[config.mk]
export PLATFORM = sky130hd
export DESIGN_NAME = float_to_int_flat
export DESIGN_NICKNAME = d
export VERILOG_FILES = /design/src/rtl/float_to_int_pkg.sv /design/src/rtl/float_to_int_if.sv /design/src/rtl/float_to_int_align.sv /design/src/rtl/float_to_int.sv /design/src/flat_wrapper.sv
export SDC_FILE = /design/constraint.sdc
export NUM_CORES = 1
export LEC_CHECK = 0
export ABC_AREA = 1
export BUFFER_PORTS_ARGS = -buffer_cell sky130_fd_sc_hd__buf_4
export CAP_MARGIN = 20
export CELL_PAD_IN_SITES_DETAIL_PLACEMENT = 1
export CELL_PAD_IN_SITES_GLOBAL_PLACEMENT = 2
export CORE_UTILIZATION = 37
export DETAILED_ROUTE_END_ITERATION = 8
export PLACE_DENSITY = 0.95
export SETUP_SLACK_MARGIN = 0.1
export SLEW_MARGIN = 20
export SYNTH_ARGS = -nofsm -noshare
export SYNTH_HDL_FRONTEND = slang
export SYNTH_SLANG_ARGS = --single-unit
[constraint.sdc]
create_clock -name clk -period 4.55 [get_ports clk]
set_input_delay 0.455 -clock clk [delete_from_list [all_inputs] [get_ports clk]]
set_output_delay 0.455 -clock clk [all_outputs]
set_load 0.03 [all_outputs]
[src/rtl/float_to_int_pkg.sv]
`default_nettype none
// ============================================================================
//  Module      : float_to_int_pkg
//  Description : Shared fp32 field constants, integer saturation limits,
//                rounding-mode encodings and the packed fp32 field typedef
//                for the float-to-int converter slice.
//  Revision    : 1.0 - initial release
// ============================================================================
package float_to_int_pkg;

    localparam int EXP_W  = 8;
    localparam int FRAC_W = 23;
    localparam int BIAS   = 127;

    // Exponent at which the significand LSB has weight 1 (2^23 * 2^-23).
    localparam logic [8:0] EXP_UNIT = 9'(BIAS + FRAC_W);
    // Smallest exponent whose magnitude reaches 2^31.
    localparam logic [7:0] EXP_BIG  = 8'(BIAS + 31);
    localparam logic [7:0] EXP_MAX  = 8'hFF;

    localparam logic [31:0] INT_MAX = 32'h7FFF_FFFF;
    localparam logic [31:0] INT_MIN = 32'h8000_0000;

    localparam int RM_RNE = 0;
    localparam int RM_RTZ = 1;

    typedef struct packed {
        logic              sign;
        logic [EXP_W-1:0]  exp;
        logic [FRAC_W-1:0] frac;
    } fp32_t;

endpackage
`default_nettype wire

[src/rtl/float_to_int_if.sv]
`default_nettype none
// ============================================================================
//  Module      : float_to_int_if
//  Description : Operand/result bundle for the float-to-int converter.
//                The flags member and its modport entries exist only when
//                FLOAT_TO_INT_FLAGS_EN is defined.
//  Revision    : 1.0 - initial release
// ============================================================================
interface float_to_int_if;

    logic        valid_in;
    logic [31:0] input_a;
    logic        valid_out;
    logic [31:0] output_z;
`ifdef FLOAT_TO_INT_FLAGS_EN
    logic [2:0]  flags;

    modport master (output valid_in, output input_a,
                    input  valid_out, input output_z, input flags);
    modport slave  (input  valid_in, input input_a,
                    output valid_out, output output_z, output flags);
`else
    modport master (output valid_in, output input_a,
                    input  valid_out, input output_z);
    modport slave  (input  valid_in, input input_a,
                    output valid_out, output output_z);
`endif

endinterface
`default_nettype wire

[src/rtl/float_to_int_align.sv]
`default_nettype none
// ============================================================================
//  Module      : f2i_align
//  Description : Combinational barrel shifter. Scales a 24-bit significand
//                by 2^sh, producing a 31-bit integer magnitude plus the
//                guard, round and sticky bits lost on a right shift.
//  Revision    : 1.0 - initial release
// ============================================================================
module f2i_align (
    input  logic [23:0]       i_m,
    input  logic signed [8:0] i_sh,
    output logic [30:0]       o_mag,
    output logic              o_guard,
    output logic              o_round,
    output logic              o_sticky
);

    logic [8:0]  w_rsh;
    logic [49:0] w_ext;

    assign w_rsh = 9'(-i_sh);

    // Left shift for non-negative sh (only sh <= 7 is ever in range), else
    // right shift through a 26-bit extension that collects the lost bits.
    always_comb begin
        o_mag    = '0;
        o_guard  = 1'b0;
        o_round  = 1'b0;
        o_sticky = 1'b0;
        w_ext    = '0;
        if (!i_sh[8]) begin
            o_mag = {7'b0, i_m} << i_sh[2:0];
        end else if (w_rsh >= 9'd26) begin
            o_sticky = |i_m;
        end else begin
            w_ext    = {i_m, 26'b0} >> w_rsh[4:0];
            o_mag    = {7'b0, w_ext[49:26]};
            o_guard  = w_ext[25];
            o_round  = w_ext[24];
            o_sticky = |w_ext[23:0];
        end
    end

endmodule
`default_nettype wire

[src/rtl/float_to_int.sv]
`default_nettype none
// ============================================================================
//  Module      : float_to_int
//  Description : Five-stage pipelined fp32 -> signed int32 converter with
//                selectable rounding (ROUND_MODE) and saturation. Optional
//                exception flags when FLOAT_TO_INT_FLAGS_EN is defined.
//  Revision    : 1.0 - initial release
// ============================================================================
module float_to_int
    import float_to_int_pkg::*;
#(
    parameter int ROUND_MODE = RM_RNE
) (
    input  logic          clk,
    input  logic          rst,
    float_to_int_if.slave bus
);

    // ---------------- stage 1 : input capture ----------------
    logic  r_s1_valid;
    fp32_t r_s1_fp;

    // Register the raw operand fields.
    always_ff @(posedge clk) begin
        if (rst) begin
            r_s1_valid <= 1'b0;
            r_s1_fp    <= '0;
        end else begin
            r_s1_valid <= bus.valid_in;
            r_s1_fp    <= fp32_t'(bus.input_a);
        end
    end

    // ---------------- stage 2 : unpack / classify ----------------
    logic              r_s2_valid, r_s2_sign, r_s2_nan, r_s2_big, r_s2_negmin;
    logic [23:0]       r_s2_m;
    logic signed [8:0] r_s2_sh;

    // Zero/denormal collapses to a zero significand so the result is exact.
    always_ff @(posedge clk) begin
        if (rst) begin
            r_s2_valid  <= 1'b0;
            r_s2_sign   <= 1'b0;
            r_s2_nan    <= 1'b0;
            r_s2_big    <= 1'b0;
            r_s2_negmin <= 1'b0;
            r_s2_m      <= '0;
            r_s2_sh     <= '0;
        end else begin
            r_s2_valid  <= r_s1_valid;
            r_s2_sign   <= r_s1_fp.sign;
            r_s2_nan    <= (r_s1_fp.exp == EXP_MAX) && (r_s1_fp.frac != '0);
            r_s2_big    <= (r_s1_fp.exp >= EXP_BIG);
            r_s2_negmin <= r_s1_fp.sign && (r_s1_fp.exp == EXP_BIG) && (r_s1_fp.frac == '0);
            r_s2_m      <= (r_s1_fp.exp == '0) ? 24'd0 : {1'b1, r_s1_fp.frac};
            r_s2_sh     <= $signed({1'b0, r_s1_fp.exp} - EXP_UNIT);
        end
    end

    // ---------------- stage 3 : align ----------------
    logic [30:0] w_s2_mag;
    logic        w_s2_guard, w_s2_round, w_s2_sticky;

    f2i_align u_align (
        .i_m      (r_s2_m),
        .i_sh     (r_s2_sh),
        .o_mag    (w_s2_mag),
        .o_guard  (w_s2_guard),
        .o_round  (w_s2_round),
        .o_sticky (w_s2_sticky)
    );

    logic        r_s3_valid, r_s3_sign, r_s3_nan, r_s3_big, r_s3_negmin;
    logic [30:0] r_s3_mag;
    logic        r_s3_guard, r_s3_round, r_s3_sticky;

    // Register the aligned magnitude and the bits shifted out below it.
    always_ff @(posedge clk) begin
        if (rst) begin
            r_s3_valid  <= 1'b0;
            r_s3_sign   <= 1'b0;
            r_s3_nan    <= 1'b0;
            r_s3_big    <= 1'b0;
            r_s3_negmin <= 1'b0;
            r_s3_mag    <= '0;
            r_s3_guard  <= 1'b0;
            r_s3_round  <= 1'b0;
            r_s3_sticky <= 1'b0;
        end else begin
            r_s3_valid  <= r_s2_valid;
            r_s3_sign   <= r_s2_sign;
            r_s3_nan    <= r_s2_nan;
            r_s3_big    <= r_s2_big;
            r_s3_negmin <= r_s2_negmin;
            r_s3_mag    <= w_s2_mag;
            r_s3_guard  <= w_s2_guard;
            r_s3_round  <= w_s2_round;
            r_s3_sticky <= w_s2_sticky;
        end
    end

    // ---------------- stage 4 : round ----------------
    logic        w_s3_inc, w_s3_ovf;
    logic [32:0] w_s3_rounded;

    assign w_s3_inc     = (ROUND_MODE == RM_RNE) ?
                          (r_s3_guard & (r_s3_round | r_s3_sticky | r_s3_mag[0])) : 1'b0;
    assign w_s3_rounded = {2'b0, r_s3_mag} + {32'd0, w_s3_inc};
    // -2^31 exactly is representable, so it is the one big value exempt.
    assign w_s3_ovf     = (r_s3_big & ~r_s3_negmin) | (w_s3_rounded > {1'b0, INT_MAX});

    logic        r_s4_valid, r_s4_sign, r_s4_nan, r_s4_negmin, r_s4_ovf;
    logic [31:0] r_s4_mag;
`ifdef FLOAT_TO_INT_FLAGS_EN
    logic        r_s4_inexact;
`endif

    // Register the rounded magnitude and the saturation decision.
    always_ff @(posedge clk) begin
        if (rst) begin
            r_s4_valid  <= 1'b0;
            r_s4_sign   <= 1'b0;
            r_s4_nan    <= 1'b0;
            r_s4_negmin <= 1'b0;
            r_s4_ovf    <= 1'b0;
            r_s4_mag    <= '0;
        end else begin
            r_s4_valid  <= r_s3_valid;
            r_s4_sign   <= r_s3_sign;
            r_s4_nan    <= r_s3_nan;
            r_s4_negmin <= r_s3_negmin;
            r_s4_ovf    <= w_s3_ovf;
            r_s4_mag    <= w_s3_rounded[31:0];
        end
    end

`ifdef FLOAT_TO_INT_FLAGS_EN
    // Carry the lost-bits indication alongside the rounded magnitude.
    always_ff @(posedge clk) begin
        if (rst) begin
            r_s4_inexact <= 1'b0;
        end else begin
            r_s4_inexact <= r_s3_guard | r_s3_round | r_s3_sticky;
        end
    end
`endif

    // ---------------- stage 5 : negate / saturate ----------------
    logic [31:0] w_s4_z;

    // NaN and negative saturation share INT_MIN; otherwise apply the sign.
    always_comb begin
        w_s4_z = r_s4_mag;
        if (r_s4_nan) begin
            w_s4_z = INT_MIN;
        end else if (r_s4_ovf) begin
            w_s4_z = r_s4_sign ? INT_MIN : INT_MAX;
        end else if (r_s4_negmin) begin
            w_s4_z = INT_MIN;
        end else if (r_s4_sign) begin
            w_s4_z = 32'd0 - r_s4_mag;
        end
    end

    logic        r_s5_valid;
    logic [31:0] r_s5_z;

    // Output register.
    always_ff @(posedge clk) begin
        if (rst) begin
            r_s5_valid <= 1'b0;
            r_s5_z     <= '0;
        end else begin
            r_s5_valid <= r_s4_valid;
            r_s5_z     <= w_s4_z;
        end
    end

    assign bus.valid_out = r_s5_valid;
    assign bus.output_z  = r_s5_z;

`ifdef FLOAT_TO_INT_FLAGS_EN
    logic [2:0] r_s5_flags;

    // Flags {invalid, overflow, inexact}; NaN masks the other two.
    always_ff @(posedge clk) begin
        if (rst) begin
            r_s5_flags <= '0;
        end else begin
            r_s5_flags <= {r_s4_nan,
                           r_s4_ovf & ~r_s4_nan,
                           r_s4_inexact & ~r_s4_nan & ~r_s4_ovf};
        end
    end

    assign bus.flags = r_s5_flags;
`endif

endmodule
`default_nettype wire

[src/flat_wrapper.sv]
// flat-port wrapper written by rule: the top's interface ports become plain ports
module float_to_int_flat import float_to_int_pkg::*;
#(
    parameter int ROUND_MODE = RM_RNE
)
  (clk, rst, bus_valid_in, bus_input_a, bus_valid_out, bus_output_z);
  float_to_int_if bus_i ();
  input  logic clk;
  input  logic rst;
  input wire logic [$bits(bus_i.valid_in)-1:0] bus_valid_in;
  input wire logic [$bits(bus_i.input_a)-1:0] bus_input_a;
  output wire logic [$bits(bus_i.valid_out)-1:0] bus_valid_out;
  output wire logic [$bits(bus_i.output_z)-1:0] bus_output_z;
  assign bus_i.valid_in = bus_valid_in;
  assign bus_i.input_a = bus_input_a;
  assign bus_valid_out = bus_i.valid_out;
  assign bus_output_z = bus_i.output_z;
  float_to_int #(.ROUND_MODE(ROUND_MODE)) u_core (.clk(clk), .rst(rst), .bus(bus_i));
endmodule
==> flow_metrics.tcl <==
set metrics [dict create \
    seq_area_frac_synth 0.391 \
    stdcell_area_um2 10500 \
    cts_setup_buffers 0 \
    max-clock-path-buffers 2 \
    num-fill-cells 3147 \
    synth_seq_cells 180 \
    h-tree-depth 4 \
    synth-compound-area-share 0.117 \
    clk_pin_slew_ns 0.08 \
    finalHoldViolations 0 \
    grt_pass1_vias 8724 \
    pwr-share-seq 0.429 \
    finalSetupTns_ns 0 \
    drcViolationCount 0 \
    routedWlPerCell_um 15.7 \
    numCtsBuffers 17 \
    run_status "finished clean" \
    swShare 0.324 \
    path_delay_family "buffers and inverters" \
    grt_usage 0.217 \
    ant_nets 0 \
    synth_simple_gate_area_frac 0.361 \
    avgViaCountPerCell 5.05 \
    synth_area_um2 9210 \
    finClkSkew_ns 0.0186 \
    synthTopCellsByArea "dfxtp_1, nand2_1, nand3_1" \
    die_h_um 160 \
    p_per_area_nw_per_um2 372 \
    overflow 0 \
    post-route-period-util 0.695 \
    clockRootBuffer "clkbuf_16" \
    crit_start "u_core.r_s2_sh[0]" \
    fin_nets 1420 \
    floorplan.initialDensity 0.378 \
    finalCriticalPeriod_ns 3.16 \
    clock.fmax_mhz 316 \
    die_w_um 160 \
    p_clk_frac 0.393 \
    tritoncts "done" \
    async_reset_ff_frac 0 \
    clock_sinks 180 \
    antenna_found_initial 0 \
    synthXorXnorAreaFrac 0.0265 \
    hold_buffers 0 \
    max_stage_delay_ns 0.44 \
    clk_latency_ns 0.44 \
    cp.required_ns 4.88 \
    power.switching_w 0.00127 \
    rsz0062_at_grt "no" \
    yosys-top-cells-count "nand2_1, dfxtp_1, nor2_1, nand3_1, inv_1" \
    path_cells "buf_4, inv_2, ha_1, buf_4, inv_2, nand3_1, nand2_1, nand2_1, nand2_1, nand2_1, nor2_1, nand2_1, a21oi_1, nand2_1, nor2_1, nor2_1" \
    ys_dominant_reg_cell "dfxtp_1" \
    port_buffers 67 \
    coreArea_um2 24400 \
    min_from "bus_input_a[7]" \
    dieArea_um2 25500 \
    power_frac_comb 0.178 \
    rows 57 \
    cpMostUsedCell "nand2_1" \
    vias 8670 \
    area_delta_synth_final_pct 14.4 \
    hp-class "in2reg" \
    cp.buffers_inverters 4 \
    maxCapViolations 0 \
    num_antenna_cells 0 \
    yosysWarnings 0 \
    postSynthCellCount 1343 \
    tightest_slew_ns 0.996 \
    io_pins 68 \
    worstSetupStartpointType "flop" \
    drt_iter0_drc 423 \
    grt_pass1_wl_mm 44.5 \
    placed_cell_area_um2 9890 \
    synth.avg_cell_area_um2 6.86 \
    drv_slew 0 \
    p_leak_nw 4.77 \
    synth_nets 1383 \
    ir_worst_vdd_uv 248 \
    cts-resized-gates 0 \
    arrival_ns 3.50 \
    grt_max_degree 88 \
    drive_gt1_frac 0.124 \
    r2r_start "u_core.r_s2_sh[0]" \
    path_class "reg2reg" \
    synth_cell_type_count 50 \
    synth_fa_ha_area_frac 0.00679 \
    relSlewSlack 0.334 \
    synth_edf_count 0 \
    finalPower_w 0.00392 \
    gp_congestion 0.901 \
    timing.final.ws_setup_ns 1.39 \
    p_int_w 0.00265 \
    critPathMaxFanout 30 \
    endpoint_kind "flop" \
    synth_most_common_cell "nand2_1" \
    setup_viol 0 \
    synth_top_area_cell "dfxtp_1" \
    dp_slack_ns 1.18 \
    yosys-mux-area-fraction 0 \
    wirelength_mm 26.9 \
    cp_slowest_cell "inv_2" \
    synth_top_family_by_area "simple AND/OR/NAND/NOR gates" \
    drtPass1Iterations 5 \
    dp_hpwl_mm 20.4 \
    yosysTopAreaCellShare 0.391 \
    whs_ns 0.208 \
]
==> cells by family (layout without fill, tap and decap cells) <==
group,after synthesis,count (layout)
adders and majority gates,5,5
buffers and inverters,219,269
and+or+nand+nor,730,730
xor gates and xnor gates,27,27
DFF,180,180
AOI/OAI and AO/OA,182,182
==> worst register-to-register path, delay by kind of cell (launching register included) <==
| family | cells | cell delay [ns] |
|---|---|---|
| and+or+nand+nor | 10 | 0.94 |
| AOI/OAI and AO/OA | 1 | 0.13 |
| adders and majority gates | 1 | 0.34 |
| DFF | 1 | 0.30 |
| buffers and inverters | 4 | 1.34 |
==> final timing paths <==
check / endpoint / slack [ns] / depth (start not counted)
min: u_core.r_s1_fp[7] / 0.21 / 3
max reg2reg: u_core.r_s3_sticky / 1.39 / 16
max: u_core.r_s3_sticky / 1.39 / 16
min reg2reg: u_core.r_s4_sign / 0.40 / 2
==> cell usage in the layout, fill, tap and decap left out, drive strengths merged <==
| cell | n |
|---|---|
| ha | 5 |
| clkbuf | 17 |
| nand4 | 25 |
| nand2 | 300 |
| o31ai | 3 |
| xnor2 | 9 |
| nor2 | 189 |
| clkinv | 7 |
| o211ai | 5 |
| o22ai | 3 |
| nand3 | 182 |
| dfxtp | 180 |
| a21boi | 3 |
| a31oi | 1 |
| xor2 | 18 |
| a211oi | 2 |
| nor4 | 12 |
| a21o | 2 |
| o221ai | 18 |
| a21oi | 73 |
| or2 | 6 |
| clkinvlp | 1 |
| bufinv | 1 |
| o21ai | 67 |
| o21bai | 1 |
| o2111ai | 3 |
| o21a | 1 |
| buf | 77 |
| nand3b | 2 |
| inv | 166 |
| nor3 | 14 |
==> cell type report <==
type	instances	area, um^2	area share
well taps	324	405	0.0385
flip-flops and latches	180	3600	0.342
repair buffers	77	586	0.0556
clock inverters	15	204	0.0194
multi-input cells	944	4710	0.447
clock buffers	17	425	0.0404
inverters	160	608	0.0577
==> per-layer routing <==
layer	routed length [um]	vias up	part of all wire	global-route usage
li1	-	4433	-	-
met1	11800	3984	0.44	0.263
met2	13200	202	0.49	0.377
met3	888	51	0.033	0.0325
met4	1040	0	0.039	0.106
met5	0	-	0	0
==> stage by stage <==
step,instances,utilization
2_1_floorplan,1343,-
3_3_place_gp,1684,0.406
3_5_place_dp,1684,0.406
4_1_cts,1716,0.431
5_1_grt,1717,0.432
6_report,1717,0.432
==> sequential cells by signal, summed over array words and instances, names as in the netlist, 9 cells and up <==
register,count
u_core.bus.output_z,32
u_core.r_s1_fp,32
u_core.r_s2_m,24
u_core.r_s2_sh,9
u_core.r_s3_mag,31
u_core.r_s4_mag,32
==> power by group through the flow <==
stage	registers (W)	clock network (W)	logic [W]
CTS	0.00168	0.00158	0.000696
finish	0.00168	0.00154	0.000700
detailed placement	0.00172	0	0.000689
floorplan	0.00172	0	0.000491
global placement	0.00172	0	0.000679
global route	0.00169	0.00165	0.000778
No activity file was read; power rests on OpenSTA's default activity.
